===== src/rtl/jtag_ir_param_if.sv =====
// Signal bundle between the TAP controller side and the parametrised JTAG instruction register.
// master = TAP/controller side, slave = instruction register.
interface jtag_ir_param_if #(
    parameter int IR_LEN    = 4,
    parameter int NUM_INSTR = 6
);
    localparam int ST_W = (IR_LEN > 2) ? IR_LEN - 2 : 1;

    logic [3:0]           state;
    logic                 tdi;
    logic [ST_W-1:0]      status_i;
    logic                 tdo;
    logic                 tdo_en;
    logic [NUM_INSTR-1:0] instr;
    logic [IR_LEN-1:0]    ir_value;
    logic                 unk_op;
    logic                 len_err;
    logic                 par_err;

    modport master (
        output state, tdi, status_i,
        input  tdo, tdo_en, instr, ir_value, unk_op, len_err, par_err
    );

    modport slave (
        input  state, tdi, status_i,
        output tdo, tdo_en, instr, ir_value, unk_op, len_err, par_err
    );
endinterface


===== src/rtl/jtag_ir_param.sv =====
// Parametrised JTAG instruction register: capture/shift/update driven by the TAP state code,
// table-based one-hot opcode decode. Optional parity bit enabled by the IR_PARITY_EN macro.
module jtag_ir_param #(
    parameter int                          IR_LEN    = 4,
    parameter int                          NUM_INSTR = 6,
    parameter logic [NUM_INSTR*IR_LEN-1:0] OPCODES   = {4'b0110, 4'b0101, 4'b0000,
                                                        4'b0010, 4'b0001, 4'b1111},
    parameter int                          RST_INSTR = 0
) (
    input logic            clk,
    input logic            reset,
    jtag_ir_param_if.slave bus
);

    // IEEE 1149.1 TAP state encodings
    localparam logic [3:0] exit2_dr_c         = 4'h0;
    localparam logic [3:0] exit1_dr_c         = 4'h1;
    localparam logic [3:0] shift_dr_c         = 4'h2;
    localparam logic [3:0] pause_dr_c         = 4'h3;
    localparam logic [3:0] select_ir_c        = 4'h4;
    localparam logic [3:0] update_dr_c        = 4'h5;
    localparam logic [3:0] capture_dr_c       = 4'h6;
    localparam logic [3:0] select_dr_c        = 4'h7;
    localparam logic [3:0] exit2_ir_c         = 4'h8;
    localparam logic [3:0] exit1_ir_c         = 4'h9;
    localparam logic [3:0] shift_ir_c         = 4'hA;
    localparam logic [3:0] pause_ir_c         = 4'hB;
    localparam logic [3:0] run_test_idle_c    = 4'hC;
    localparam logic [3:0] update_ir_c        = 4'hD;
    localparam logic [3:0] capture_ir_c       = 4'hE;
    localparam logic [3:0] test_logic_reset_c = 4'hF;

`ifdef IR_PARITY_EN
    localparam int SR_LEN = IR_LEN + 1;
`else
    localparam int SR_LEN = IR_LEN;
`endif
    localparam int EXP_LEN = SR_LEN;
    localparam int CNT_W   = $clog2(IR_LEN + 2) + 1;

    localparam logic [NUM_INSTR-1:0] RST_ONEHOT = NUM_INSTR'(1) << RST_INSTR;
    localparam logic [IR_LEN-1:0]    RST_OPCODE = OPCODES[RST_INSTR*IR_LEN +: IR_LEN];

    if (IR_LEN < 2) begin : g_bad_len
        $error("jtag_ir_param: IR_LEN must be at least 2");
    end
    if (RST_INSTR < 0 || RST_INSTR >= NUM_INSTR) begin : g_bad_rst
        $error("jtag_ir_param: RST_INSTR out of range");
    end

    logic [SR_LEN-1:0]    sr_q, sr_d;
    logic [CNT_W-1:0]     cnt_q, cnt_d;
    logic [NUM_INSTR-1:0] instr_q, instr_d;
    logic [IR_LEN-1:0]    ir_value_q, ir_value_d;
    logic                 unk_op_q, unk_op_d;
    logic                 len_err_q, len_err_d;
`ifdef IR_PARITY_EN
    logic                 par_err_q, par_err_d;
`endif

    logic [IR_LEN-1:0]    cap_base;
    logic [SR_LEN-1:0]    cap_val;
    logic [IR_LEN-1:0]    opcode;
    logic                 dec_hit;
    logic [NUM_INSTR-1:0] dec_onehot;
    logic                 par_ok;

    // Capture pattern: status in the upper bits, fixed 01 in the two LSBs
    if (IR_LEN > 2) begin : g_cap_status
        assign cap_base = {bus.status_i, 2'b01};
    end else begin : g_cap_fixed
        assign cap_base = 2'b01;
    end

`ifdef IR_PARITY_EN
    assign cap_val = {1'b1, cap_base};
    assign par_ok  = ^sr_q;
`else
    assign cap_val = cap_base;
    assign par_ok  = 1'b1;
`endif

    assign opcode = sr_q[IR_LEN-1:0];

    // Descending scan so the lowest matching index is the one that sticks
    always_comb begin
        dec_hit    = 1'b0;
        dec_onehot = '0;
        for (int i = NUM_INSTR - 1; i >= 0; i--) begin
            if (OPCODES[i*IR_LEN +: IR_LEN] == opcode) begin
                dec_hit    = 1'b1;
                dec_onehot = NUM_INSTR'(1) << i;
            end
        end
        if (&opcode) begin
            dec_hit    = 1'b1;
            dec_onehot = NUM_INSTR'(1);
        end
    end

    always_comb begin
        sr_d       = sr_q;
        cnt_d      = cnt_q;
        instr_d    = instr_q;
        ir_value_d = ir_value_q;
        unk_op_d   = unk_op_q;
        len_err_d  = len_err_q;
`ifdef IR_PARITY_EN
        par_err_d  = par_err_q;
`endif
        case (bus.state)
            test_logic_reset_c: begin
                sr_d       = '0;
                cnt_d      = '0;
                instr_d    = RST_ONEHOT;
                ir_value_d = RST_OPCODE;
                unk_op_d   = 1'b0;
                len_err_d  = 1'b0;
`ifdef IR_PARITY_EN
                par_err_d  = 1'b0;
`endif
            end
            capture_ir_c: begin
                sr_d  = cap_val;
                cnt_d = '0;
`ifdef IR_PARITY_EN
                par_err_d = 1'b0;
`endif
            end
            shift_ir_c: begin
                sr_d = {bus.tdi, sr_q[SR_LEN-1:1]};
                if (cnt_q != {CNT_W{1'b1}}) begin
                    cnt_d = cnt_q + 1'b1;
                end
            end
            update_ir_c: begin
                len_err_d = (cnt_q != CNT_W'(EXP_LEN));
                if (!par_ok) begin
                    instr_d    = NUM_INSTR'(1);
                    ir_value_d = '1;
                    unk_op_d   = 1'b0;
`ifdef IR_PARITY_EN
                    par_err_d  = 1'b1;
`endif
                end else if (dec_hit) begin
                    instr_d    = dec_onehot;
                    ir_value_d = opcode;
                    unk_op_d   = 1'b0;
                end else begin
                    instr_d    = NUM_INSTR'(1);
                    ir_value_d = opcode;
                    unk_op_d   = 1'b1;
                end
            end
            exit2_dr_c, exit1_dr_c, shift_dr_c, pause_dr_c, select_ir_c,
            update_dr_c, capture_dr_c, select_dr_c, exit2_ir_c, exit1_ir_c,
            pause_ir_c, run_test_idle_c: begin
            end
            default: begin
            end
        endcase
    end

    always_ff @(posedge clk or posedge reset) begin
        if (reset) begin
            sr_q       <= '0;
            cnt_q      <= '0;
            instr_q    <= RST_ONEHOT;
            ir_value_q <= RST_OPCODE;
            unk_op_q   <= 1'b0;
            len_err_q  <= 1'b0;
`ifdef IR_PARITY_EN
            par_err_q  <= 1'b0;
`endif
        end else begin
            sr_q       <= sr_d;
            cnt_q      <= cnt_d;
            instr_q    <= instr_d;
            ir_value_q <= ir_value_d;
            unk_op_q   <= unk_op_d;
            len_err_q  <= len_err_d;
`ifdef IR_PARITY_EN
            par_err_q  <= par_err_d;
`endif
        end
    end

    assign bus.tdo      = sr_q[0];
    assign bus.tdo_en   = (bus.state == shift_ir_c);
    assign bus.instr    = instr_q;
    assign bus.ir_value = ir_value_q;
    assign bus.unk_op   = unk_op_q;
    assign bus.len_err  = len_err_q;
`ifdef IR_PARITY_EN
    assign bus.par_err  = par_err_q;
`else
    assign bus.par_err  = 1'b0;
`endif

endmodule

===== src/flat_wrapper.sv =====
// flat-port wrapper written by rule: the top's interface ports become plain ports
module jtag_ir_param_flat 
#(
    parameter int                          IR_LEN    = 4,
    parameter int                          NUM_INSTR = 6,
    parameter logic [NUM_INSTR*IR_LEN-1:0] OPCODES   = {4'b0110, 4'b0101, 4'b0000,
                                                        4'b0010, 4'b0001, 4'b1111},
    parameter int                          RST_INSTR = 0
)
  (clk, reset, bus_state, bus_tdi, bus_status_i, bus_tdo, bus_tdo_en, bus_instr, bus_ir_value, bus_unk_op, bus_len_err, bus_par_err);
  jtag_ir_param_if #(.IR_LEN(IR_LEN), .NUM_INSTR(NUM_INSTR)) bus_i ();
  input logic clk;
  input logic reset;
  input wire logic [$bits(bus_i.state)-1:0] bus_state;
  input wire logic [$bits(bus_i.tdi)-1:0] bus_tdi;
  input wire logic [$bits(bus_i.status_i)-1:0] bus_status_i;
  output wire logic [$bits(bus_i.tdo)-1:0] bus_tdo;
  output wire logic [$bits(bus_i.tdo_en)-1:0] bus_tdo_en;
  output wire logic [$bits(bus_i.instr)-1:0] bus_instr;
  output wire logic [$bits(bus_i.ir_value)-1:0] bus_ir_value;
  output wire logic [$bits(bus_i.unk_op)-1:0] bus_unk_op;
  output wire logic [$bits(bus_i.len_err)-1:0] bus_len_err;
  output wire logic [$bits(bus_i.par_err)-1:0] bus_par_err;
  assign bus_i.state = bus_state;
  assign bus_i.tdi = bus_tdi;
  assign bus_i.status_i = bus_status_i;
  assign bus_tdo = bus_i.tdo;
  assign bus_tdo_en = bus_i.tdo_en;
  assign bus_instr = bus_i.instr;
  assign bus_ir_value = bus_i.ir_value;
  assign bus_unk_op = bus_i.unk_op;
  assign bus_len_err = bus_i.len_err;
  assign bus_par_err = bus_i.par_err;
  jtag_ir_param #(.IR_LEN(IR_LEN), .NUM_INSTR(NUM_INSTR), .OPCODES(OPCODES), .RST_INSTR(RST_INSTR)) u_core (.clk(clk), .reset(reset), .bus(bus_i));
endmodule

===== config.mk =====
export PLATFORM = sky130hd
export DESIGN_NAME = jtag_ir_param_flat
export DESIGN_NICKNAME = d
export VERILOG_FILES = /design/src/rtl/jtag_ir_param_if.sv /design/src/rtl/jtag_ir_param.sv /design/src/flat_wrapper.sv
export SDC_FILE = /design/constraint.sdc
export NUM_CORES = 1
export LEC_CHECK = 0
export BUFFER_PORTS_ARGS = -buffer_cell sky130_fd_sc_hd__clkbuf_2
export CAP_MARGIN = 20
export CORE_ASPECT_RATIO = 1.25
export CORE_UTILIZATION = 51
export DETAILED_ROUTE_END_ITERATION = 16
export HOLD_SLACK_MARGIN = 0.06
export PLACE_DENSITY = 0.77
export SLEW_MARGIN = 10
export SYNTH_ARGS = -nofsm -noshare
export SYNTH_HDL_FRONTEND = slang
export SYNTH_SLANG_ARGS = --single-unit

===== constraint.sdc =====
create_clock -name clk -period 2 [get_ports clk]
set_input_delay 0.2 -clock clk [delete_from_list [all_inputs] [get_ports clk]]
set_output_delay 0.2 -clock clk [all_outputs]
set_load 0.005 [all_outputs]

* Word-level counts from Yosys, hierarchy flattened *
Cells that the tools add are included.

word-level totals
  register bits after elaboration = 20
  bits of input ports = 9
  logic and storage cells = 49

cells by class
  add/sub/neg operators = 1
  equality and inequality tests = 12
  muxes and demuxes = 23
  reductions and logical operators = 7

operators by type and width
  operator               count
  $mux W6                8
  $eq A4 B4 Y1 const B   4
  $pmux W4 S2            2
  $pmux W4 S3            1
  $pmux W6 S2            1
  $eq A3 B4 Y1 const A   2
  $mux W1                8
  $add A4 B1 Y4 const B  1
  $eq A1 B4 Y1 const A   1
  $eq A2 B4 Y1 const A   1
  $eq A4 B4 Y1 const A   1
  $logic_not A4 Y1       1
  $mux W4                1
  $ne A4 B3 Y1 const B   1
  $ne A4 B4 Y1 const B   1
  $pmux W1 S2            2
  $reduce_and A4 Y1      1
  $reduce_bool A2 Y1     2
  $reduce_bool A3 Y1     1
  $ne A2 B1 Y1 const B   1
  $reduce_and A2 Y1      1
  $reduce_or A2 Y1       1

* Longest topological paths before layout *
  depth in word-level cells = 10
  depth in mapped cells = 5
  gate-level depth less buffers = 4

* Worst setup path after synthesis *
No wires, ideal clock.

  path type = flip-flop to flip-flop
  start point = register u_core.cnt_q[0]
  end point = register u_core.cnt_q[1]
  data arrival time = 1.331 ns
  data required time = 1.875 ns
  path slack = 0.545 ns
  cell stages (with the launch flop) = 5
  path buffers = 0
  cells stage by stage = dfrtp_1 ha_1 and2_1 a21oi_1 mux2_2

on the way
  longest elaborated chain between the ends = 3
  elaborated cells between the ends (all ways) = 6
  those cells by class = add/sub (1); eq/ne (2); mux (2); reduce/logical (1)

RTL lines
  item                                                     RTL line                                    RTL
  from (decl)                                              jtag_ir_param.sv:52                         logic [CNT_W-1:0] cnt_q, cnt_d;
  from (signal assigned)                                   jtag_ir_param.sv:177                        cnt_q <= cnt_d;
  $add A4 B1 Y4 / $ne A4 B4 Y1 (equally long branches)     jtag_ir_param.sv:133, jtag_ir_param.sv:132
  $mux W4 / $ne A2 B1 Y1 (equally long branches)           n/a
  $pmux W4 S2 / $reduce_and A2 Y1 (equally long branches)  n/a

Several ways; a longest one is shown, not always the timed one. The select of a mux whose other input is x is not followed.
A chain may end at the register's enable or synchronous reset.

* Worst setup path in the final report *
Ends and elaborated chain as after synthesis.

==> impl_metrics.py <==
metrics = {
    "floorplan": {
        "design.die.area_sq_mm": 0.00205,
        "num_rows": 17,
        "core_sq_mm": 0.00177,
        "initial_core_util": 0.541,
        "die_w_microns": 40.7,
        "io_pins": 24,
        "die_h_microns": 50.4,
    },
    "job": {
        "drv_cap": 0,
    },
    "place": {
        "hpwl_mm": 1.30,
        "dp.cells": 131,
        "dpl-instance-area_sq_mm": 0.00107,
        "gp_congestion": 0.747,
        "portBuffers": 22,
    },
    "timing": {
        "rsz0062_at_grt": "no",
        "worst_clock_skew_ns": 0.0138,
        "worst_pin_slew_ns": 0.731,
        "finalCritPeriodShare": 0.764,
        "hold_violations": 0,
        "final.setup.tns_ns": 0,
        "clock.fmax_mhz": 654,
        "fin_crit_ns": 1.53,
        "slew_headroom": 0.512,
        "slew_viol_final": 0,
        "setup_viol": 0,
    },
    "synth": {
        "synth_fp_nets": 106,
        "synth_edf_count": 0,
        "ys_seq_area_frac": 0.530,
        "yosys_most_used_dff": "dfrtp_1",
        "synth_cell_types": 34,
        "async_reset_ff_frac": 1.00,
        "synth_top_area_frac": 0.393,
        "synth_area_sq_um": 956,
        "synthCells": 95,
        "ys_top_cells_by_area": "dfrtp_1 39%, dfstp_2 14%, o41ai_1 4.6%",
        "syn_area_per_cell_sq_um": 10.1,
        "ys_seq_elements": 20,
        "yosys.area.top_type": "dfrtp_1",
        "yosys_warnings": 0,
    },
    "pwr": {
        "seqPwrFrac": 0.514,
        "p_per_area_mw_per_mm2": 914,
        "p_switching_w": 0.000266,
        "pwr-share-comb": 0.175,
        "clockPowerShare": 0.311,
        "leakage_nw": 0.572,
        "max-vdd-ir-drop_uv": 521,
        "internal_power_w": 0.000769,
        "swShare": 0.257,
    },
    "clocking": {
        "worstSkewPairLatency_ns": 0.30,
        "numCtsBuffers": 3,
        "clk_pin_slew_ns": 0.12,
        "cts_max_path_buffers": 2,
        "cts.htree.levels": 1,
        "cts.sinks": 20,
        "cts_tree": "done",
        "cts-root-buf": "clkbuf_4",
    },
    "route": {
        "via_per_inst": 5.55,
        "vias": 755,
        "wirelength_mm": 1.76,
        "first_pass_iters": 4,
        "ant_nets": 0,
        "post_drt_wl_per_cell_microns": 12.9,
        "drt_iter0_markers": 12,
        "drc": 0,
    },
    "setup_path": {
        "crit_arrival_ns": 1.73,
        "critical_path_class": "register to register",
        "critical_path_required_ns": 2.20,
        "crit_path_end_kind": "register",
        "slowest_delay_ns": 0.44,
        "cp_max_fo": 5,
        "path_cells": "ha_1, and2_1, a21oi_1, mux2_2",
        "startpoint_type": "register",
        "critPathSlowestCell": "dfrtp_1",
    },
    "cells_and_area": {
        "antenna_cells": 0,
        "drive_gt1_frac": 0.299,
        "final_nets": 129,
        "seq_area_sq_um": 507,
        "multi_input_area_sq_um": 388,
        "areaGrowthSynthToFinish_pct": 18.5,
        "fin_area_sq_mm": 0.00113,
        "fillCellCount": 157,
        "final_cells": 136,
    },
    "grt": {
        "grt_pass1_wl_mm": 2.83,
        "gr-total-overflow": 0,
        "grt_use_total": 0.205,
        "antenna_found_initial": 0,
        "grt_max_degree": 21,
        "grt_pass1_vias": 665,
    },
    "outcome": {
        "status": "finished, final reports clean",
    },
    "hold_path": {
        "min_path_type": "primary input to register",
    },
}
[logic make-up (layout without fill, tap and decap cells)]
| kind of cell | after synthesis | count (layout) | share of synthesized area |
|---|---|---|---|
| buffers and inverters | 15 | 37 | 0.0641 |
| other | 1 | 1 | 0.00392 |
| and+or+nand+nor | 30 | 30 | 0.154 |
| DFF | 20 | 20 | 0.530 |
| muxes | 2 | 2 | 0.0223 |
| AOI/OAI and AO/OA | 25 | 25 | 0.199 |
| adders and majority gates | 2 | 2 | 0.0262 |
[synthesized netlist by cell type, types with 3 or more instances]
cell type and number:
clkbuf_1 4, dfrtp_1 15, inv_1 8, a221o_1 3, o21ai_0 5, dfstp_2 5
o41ai_1 5, and3_1 3, nor2_1 8, nand2_1 10
[per-layer routing]
layer / global-route usage / share of wire
met1: 0.253 / 0.44
met2: 0.325 / 0.52
met3: 0.0398 / 0.020
met4: 0.100 / 0.019
met5: 0 / 0
[layout by cell type (no fill, tap or decap)]
cell type       n
and3_1          3
buf_4           1
a221o_1         3
nor2_1          8
a22o_1          2
and2_1          1
conb_1          1
clkbuf_4        3
nand3_2         1
nor3_1          1
a21oi_1         2
clkbuf_2       22
dfstp_2         5
inv_1           8
dfrtp_1        15
a311oi_1        1
or3_1           1
ha_1            2
mux2i_1         1
nand4bb_1       1
nand2b_1        1
nand3_1         2
o41ai_1         5
inv_2           1
a211oi_1        2
nor2b_1         1
bufinv_16       1
mux2_2          1
o311ai_0        1
a21o_1          1
a2bb2oi_1       1
nand2_1        10
o31ai_1         1
dlygate4sd3_1   1
a21boi_1        1
o21ai_0         5
[state kept, by name, summed over array words and instances, names as in the netlist]
| signal | flops |
|---|---|
| u_core.bus.unk_op | 1 |
| u_core.opcode | 4 |
| u_core.bus.instr | 6 |
| u_core.cnt_q | 4 |
| u_core.bus.len_err | 1 |
| u_core.bus.ir_value | 4 |
[final timing paths]
kind                                           from                  end  slack [ns]  cells after the start
min in group asynchronous                     reset   u_core.bus.len_err        0.54                      3
worst min-delay path                bus_status_i[0]     u_core.opcode[2]        0.15                      2
worst max-delay path                u_core.cnt_q[0]      u_core.cnt_q[1]        0.47                      4
worst min register to register  u_core.bus.instr[0]  u_core.bus.instr[0]        0.47                      2
max in group asynchronous                     reset      u_core.cnt_q[0]        0.99                      3
worst max register to register      u_core.cnt_q[0]      u_core.cnt_q[1]        0.47                      4
[stage by stage]
stage | power, W | utilization | hold WS, ns | setup WS (ns)
after floorplan | 0.000645 | - | 0.160 | 0.545
after global placement | 0.000712 | 0.606 | 0.335 | 0.519
after detailed placement | 0.000720 | 0.606 | 0.343 | 0.478
after CTS | 0.00105 | 0.641 | 0.144 | 0.484
after global routing | 0.00110 | 0.641 | 0.130 | 0.371
final | 0.00103 | 0.641 | 0.148 | 0.472
[what timing repair did]
item,CTS,global route
hold buffers,1,0
setup buffers,0,0
gates resized for setup,0,0
hold endpoints to repair,15,0
[power by group through the flow]
| stage | logic [W] | registers, W | clock network, W |
|---|---|---|---|
| after floorplan | 0.000121 | 0.000524 | 0 |
| after global placement | 0.000175 | 0.000537 | 0 |
| after detailed placement | 0.000181 | 0.000539 | 0 |
| after CTS | 0.000185 | 0.000531 | 0.000331 |
| after global routing | 0.000209 | 0.000544 | 0.000349 |
| final | 0.000181 | 0.000532 | 0.000322 |
[worst max-delay path, delay by kind of cell, from the launching register on]
kind                     cells  cell delay [ns]
flip-flops                   1             0.44
multiplexers                 1             0.36
AND/OR/NAND/NOR              1             0.17
adder cells (fa/ha/maj)      1             0.25
AO/OA/AOI/OAI                1             0.23
[layout make-up]
cell class,instances,share of cell area
Tap cell,19,0.0210
Multi-Input combinational cell,60,0.343
Sequential cell,20,0.448
Clock inverter,1,0.0265
Timing Repair Buffer,24,0.113
Clock buffer,3,0.0199
Inverter,9,0.0298
No activity file was read; power rests on OpenSTA's default activity.
